--- src/rtl/piso_serializer.sv ---
// Parallel-in serial-out shifter: one word per handshake, one bit per clock, gapless back-to-back.
// Optional PISO_PARITY_EN appends an even-parity bit after the data bits of each word.
module piso_serializer #(
  parameter int WIDTH     = 4,
  parameter bit MSB_FIRST = 1'b1
) (
  input  logic             clk,
  input  logic             reset,
  input  logic [WIDTH-1:0] D,
  input  logic             load_valid,
  output logic             load_ready,
  output logic             sout,
  output logic             sout_valid,
  output logic             done
);
  localparam int CW = $clog2(WIDTH+1);
`ifdef PISO_PARITY_EN
  localparam int LAST_CNT = WIDTH;
`else
  localparam int LAST_CNT = WIDTH-1;
`endif

  typedef enum logic {IDLE, SHIFT} state_t;
  state_t state, state_nxt;

  logic [WIDTH-1:0] shreg, shreg_shift;
  logic [CW-1:0]    cnt;
  logic             last, accept, data_bit;

  assign last        = (state == SHIFT) && (cnt == CW'(LAST_CNT));
  assign load_ready  = (state == IDLE) || last;
  assign accept      = load_valid && load_ready;
  assign done        = last;
  assign sout_valid  = (state == SHIFT);
  assign data_bit    = MSB_FIRST ? shreg[WIDTH-1] : shreg[0];
  assign shreg_shift = MSB_FIRST ? (shreg << 1) : (shreg >> 1);

`ifdef PISO_PARITY_EN
  logic par;
  // Parity latched at capture so the shifted-out register needn't be preserved.
  always_ff @(posedge clk or negedge reset) begin
    if (!reset)      par <= 1'b0;
    else if (accept) par <= ^D;
  end
  assign sout = (state == SHIFT) && ((cnt == CW'(WIDTH)) ? par : data_bit);
`else
  assign sout = (state == SHIFT) && data_bit;
`endif

  always_comb begin
    state_nxt = state;
    case (state)
      IDLE:    if (accept) state_nxt = SHIFT;
      SHIFT:   if (last && !accept) state_nxt = IDLE;
      default: state_nxt = IDLE;
    endcase
  end

  always_ff @(posedge clk or negedge reset) begin
    if (!reset) state <= IDLE;
    else        state <= state_nxt;
  end

  // A reload on the last-bit edge takes priority over the final shift.
  always_ff @(posedge clk or negedge reset) begin
    if (!reset) begin
      shreg <= '0;
      cnt   <= '0;
    end else if (accept) begin
      shreg <= D;
      cnt   <= '0;
    end else if (state == SHIFT) begin
      shreg <= shreg_shift;
      cnt   <= last ? '0 : cnt + 1'b1;
    end
  end
endmodule

--- config.mk ---
export PLATFORM = sky130hd
export DESIGN_NAME = piso_serializer
export DESIGN_NICKNAME = d
export VERILOG_FILES = /design/src/rtl/piso_serializer.sv
export SDC_FILE = /design/constraint.sdc
export NUM_CORES = 1
export LEC_CHECK = 0
export CAP_MARGIN = 10
export CORE_AREA = 4 4 41 43
export DETAILED_ROUTE_END_ITERATION = 8
export DIE_AREA = 0 0 45 47
export GPL_TIMING_DRIVEN = 0
export SYNTH_ARGS = -nofsm -noshare
export SYNTH_HDL_FRONTEND = slang
export SYNTH_SLANG_ARGS = --single-unit
--- constraint.sdc ---
create_clock -name clk -period 2.1 [get_ports clk]
set_clock_uncertainty 0.1 [all_clocks]
set_input_delay 0.42 -clock clk [delete_from_list [all_inputs] [get_ports clk]]
set_output_delay 0.42 -clock clk [all_outputs]
set_load 0.05 [all_outputs]
# After elaboration in Yosys (flattened, before gate mapping)
# Cells that the tools add are included.
dict set report word_totals {
  regBits 8
  input_bits 7
  out_inout_bits 4
  elab_cells 21
}
dict set report op_classes {
  n_addsub 1
  n_eq_ne 1
  muxes 8
  bitwise 1
  n_reduce_logical 7
}
# cell n
set ops {}
lappend ops {{$mux W3} 3}
lappend ops {{$mux W4} 2}
lappend ops {{$logic_and A1 B1 Y1} 4}
lappend ops {{$add A3 B1 Y3 const B} 1}
lappend ops {{$eq A3 B2 Y1 const B} 1}
lappend ops {{$mux W1} 2}
lappend ops {{$pmux W1 S2} 1}
lappend ops {{$reduce_bool A2 Y1} 1}
lappend ops {{$logic_not A1 Y1} 1}
lappend ops {{$logic_or A1 B1 Y1} 1}
lappend ops {{$not A1 Y1} 1}

# Longest topological paths before layout
dict set report depth {
  ltp_word 8
  depth_mapped 4
  mapped_depth_nobuf 4
}

# Least setup slack after synthesis
# Ideal clock, no wire load.
dict set report synth_path {
  kind {register to output}
  from {reg state (netlist: sout_valid)}
  to {out done}
  t_arrival_ns 1.554
  t_required_ns 1.580
  setup_slack_ns 0.026
  path_stages_with_launch 4
  path_buffers 1
  cell_sequence {dfrtp_1 > buf_6 > inv_1 > nor2_1}
}
dict set report synth_via {
  elab_chain_len 1
}
# element line
set synth_rtl {}
lappend synth_rtl {{start, declared} 24} ;# state_t state, state_nxt;
lappend synth_rtl {{start signal, assigned} 61} ;# else state <= state_nxt;
lappend synth_rtl {{$logic_and A1 B1 Y1} 30} ;# assign last = (state == SHIFT) && (cnt == CW'(LAST_CNT));
lappend synth_rtl {{end, declared} 14} ;# output logic done
# Every way passes these cells.

# Worst setup path in the final report
dict set report layout_path {
  from {reg cnt[0]}
  to {out load_ready}
}
dict set report layout_via {
  elab_chain_len 3
}
# element line
set layout_rtl {}
lappend layout_rtl {{start, declared} 27} ;# logic [CW-1:0] cnt;
lappend layout_rtl {{start signal, assigned} 74} ;# cnt <= last ? '0 : cnt + 1'b1;
lappend layout_rtl {{$eq A3 B2 Y1} 30}
lappend layout_rtl {{$logic_and A1 B1 Y1} 30}
lappend layout_rtl {{$logic_or A1 B1 Y1} 31} ;# assign load_ready = (state == IDLE) || last;
lappend layout_rtl {{end, declared} 11} ;# output logic load_ready,
# Every way passes these cells.

==> out/metrics.csv <==
stage,metric,value,unit
power_and_ir_drop,VDD IR max,0.468,mV
timing,Worst-Margin Slew,0.491,ns
layout,n_diodes,0,
synthesis,asr flop ratio synth,1.00,
synthesis,Post-Synth Simple-Gate Area,0.191,
outcome,outcome,"complete, no violations",
synthesis,Syn Nets,42,
floorplanning,die width,45,um
worst_setup_path,CP Capture Type,output port,
layout,Layout area overhead,32.0,%
worst_setup_path,Worst path depth,4,
floorplanning,core area,0.00130,sq mm
detailed_routing,DRT met1 WL,393,um
placement,Post-DP Area,526,sq um
clock_network,CTS Buffer Depth,2,
synthesis,Ys Warns,0,
synthesis,Synth Flop Type,dfrtp_1,
clock_network,CTS tree,done,
timing,RSZ-0062 raised after global routing,no,
floorplanning,num rows,13,
worst_setup_path,worst setup path class,flop to output port,
clock_network,"Reg clk slew, reported paths",0.06,ns
synthesis,post-synthesis xor/xnor area fraction,0,
clock_network,hold buffers post-CTS,0,
global_route,number of global-route vias before repair,378,
clock_network,CTS sink cnt,8,
layout,share of cells above drive strength 1,0.319,
timing,worst rel slew slack,0.672,
detailed_routing,Remaining DRCs,0,
layout,design area,537,sq um
timing,fin. max-slew vios,0,
timing,min cycle time layout,1.97,ns
global_route,largest net degree at the start of global routing,11,
global_route,All-Layer GR Usage,0.103,
global_route,first-pass GRT wire length,1.55,mm
power_and_ir_drop,PD cells,1440,mW/mm^2
synthesis,main combinational cell family by area after synthesis,compound AO/OA/AOI/OAI gates,
detailed_routing,Initial DRC Count,4,
timing,# setup viols final,0,
worst_setup_path,slowest cell on the critical path,dfrtp_1,
synthesis,Post-Synthesis Cells,34,
detailed_routing,via count,317,
detailed_routing,DR pass1 iterations,2,
synthesis,adder-cell share of the synthesized area,0.0308,
synthesis,"Distinct cells, synth",20,
floorplanning,Initial Util,0.313,
detailed_routing,final WL,874,um
clock_network,Post-CTS Setup Bufs,0,
synthesis,Synth Register Bits,8,
worst_setup_path,worst path bufs/invs,1,
run,max_cap viols,0,
synthesis,Post-synth EDFFs,0,
floorplanning,IO Pins,11,
worst_setup_path,largest fanout on the critical path,7,
layout,Final nets,57,
worst_setup_path,cell family with most CP delay,flip-flops,
worst_setup_path,Worst Path Arrival,1.45,ns
timing,setup tns final,0,ns
clock_network,"Clk Latency, worst-skew pair",0.26,ns
global_route,GRT Residual Overflow,0,
layout,register area,200,sq um
layout,"commonest non-fill, non-tap cells in the layout","dfrtp_1, clkdlybuf4s50_1",
synthesis,Synth Area per Inst,12.0,sq um
layout,"commonest non-fill, non-tap cell in the layout",dfrtp_1,
worst_setup_path,CP Launch Type,flop,
detailed_routing,WL/cell,14.1,um
clock_network,root buffer cell,clkbuf_4,
detailed_routing,vias per cell,5.11,
global_route,initial antenna violation count,0,
placement,GP Congestion,0.700,
power_and_ir_drop,Tot Pwr,0.770,mW
synthesis,mux cell area share after synthesis,0,
placement,detailed placement HPWL,657,um
floorplanning,Die Y,47,um
power_and_ir_drop,Pleak,0.258,nW
timing,fmax,508,MHz
timing,final critical-path share of the clock period,0.938,
synthesis,Synth Area in Compound Gates,0.249,
clock_network,CTS Buf Count,3,
detailed_routing,top sig layer,met4,
detailed_routing,post-route ant nets,0,
placement,PortBufs,10,
worst_setup_path,Reg2Reg Depth,4,
floorplanning,die area,0.00212,sq mm
detailed_routing,met3 wire len,50,um
timing,final hold viol count,0,
clock_network,H-tree Lvls,1,
layout,Multi-input gate area,191,sq um
synthesis,Netlist Area Pre-Place,407,sq um
synthesis,"Seq/Total Area, Yosys",0.492,
worst_setup_path,worst-path cell chain,ha_1 -> nand2b_4 -> nand2_1 -> buf_2,
hold_path,Min-Delay Path Class,input port to asynchronous set/reset pin,
detailed_routing,met2 WL post-DR,413,um
worst_setup_path,Crit path required time,1.58,ns
layout,Filler cells,138,
worst_setup_path,Crit path largest cell delay,0.37,ns
synthesized netlist by cell type (all sizes together), types with 2 or more instances:
cell type	instances	area, sq um
dfrtp	8	200
and2	3	22.5
a211o	3	26.3
o221a	3	33.8
nor2	3	11.3
nand2	2	7.51
nand2b	2	20.0
final cells by class:
| class | instances | share of cell area |
|---|---|---|
| timing repair buffer | 10 | 0.166 |
| inverter | 1 | 0.00699 |
| sequential | 8 | 0.373 |
| multi-input combinational | 24 | 0.357 |
| tap | 15 | 0.0350 |
| buffer | 1 | 0.0210 |
| clock buffer | 3 | 0.0420 |
state kept, by name, summed over array words and instances, names as in the netlist:
signal / cells
shreg: 4
cnt: 3
sout_valid: 1
worst reg2reg max path, delay by kind of cell, from the launching register on:
| family | cells | cell delay, ns |
|---|---|---|
| simple gates | 2 | 0.26 |
| compound gates | 1 | 0.31 |
| flops | 1 | 0.39 |
| fa+ha+maj | 1 | 0.25 |
stage by stage:
| step | std cells | setup WS (ns) | hold WS (ns) | utilization |
|---|---|---|---|---|
| 2_1_floorplan | 34 | 0.0262 | 0.0244 | - |
| 3_3_place_gp | 59 | -0.115 | 0.370 | 0.404 |
| 3_5_place_dp | 59 | -0.135 | 0.384 | 0.404 |
| 4_1_cts | 62 | 0.00845 | 0.344 | 0.420 |
| 5_1_grt | 62 | 0.0327 | 0.378 | 0.413 |
| 6_report | 62 | 0.131 | 0.343 | 0.413 |
timing repair:
| action | in CTS | in global routing |
|---|---|---|
| resized for setup | 5 | 4 |
| endpoints found under the setup margin | 3 | 2 |
| cloned | 0 | 0 |
| endpoints found under the hold margin | 0 | 0 |
path summary, 6_finish.rpt:
path / start / end / slack, ns
worst min register to register: cnt[2]$_DFFE_PN0P_ / cnt[2]$_DFFE_PN0P_ / 0.39
worst max-delay path: cnt[0]$_DFFE_PN0P_ / load_ready / 0.13
min in group clk: cnt[2]$_DFFE_PN0P_ / cnt[2]$_DFFE_PN0P_ / 0.39
worst min-delay path: reset / shreg[3]$_DFFE_PN0P_ / 0.34
max in group asynchronous: reset / sout_valid$_DFF_PN0_ / 1.29
worst max register to register: cnt[0]$_DFFE_PN0P_ / shreg[2]$_DFFE_PN0P_ / 0.67
report_power, final:
group          total, mW  switching (mW)  leakage, nW  internal [mW]
combinational      0.406           0.241        0.144          0.165
clock              0.121          0.0552       0.0138         0.0656
sequential         0.244          0.0360        0.101          0.208
total              0.770           0.332        0.258          0.439
metal layers:
| metal | global-route usage | up-vias |
|---|---|---|
| li1 | - | 151 |
| met1 | 0.113 | 154 |
| met2 | 0.172 | 10 |
| met3 | 0.0307 | 2 |
| met4 | 0.0702 | 0 |
| met5 | 0 | - |
cells by family (layout without fill, tap and decap cells):
| group | after synthesis | in the layout |
|---|---|---|
| buffers and inverters | 2 | 15 |
| flip-flops | 8 | 8 |
| AND/OR/NAND/NOR | 12 | 12 |
| adder cells (fa/ha/maj) | 1 | 1 |
| AO/OA/AOI/OAI | 11 | 11 |
No activity file was read; power rests on OpenSTA's default activity.
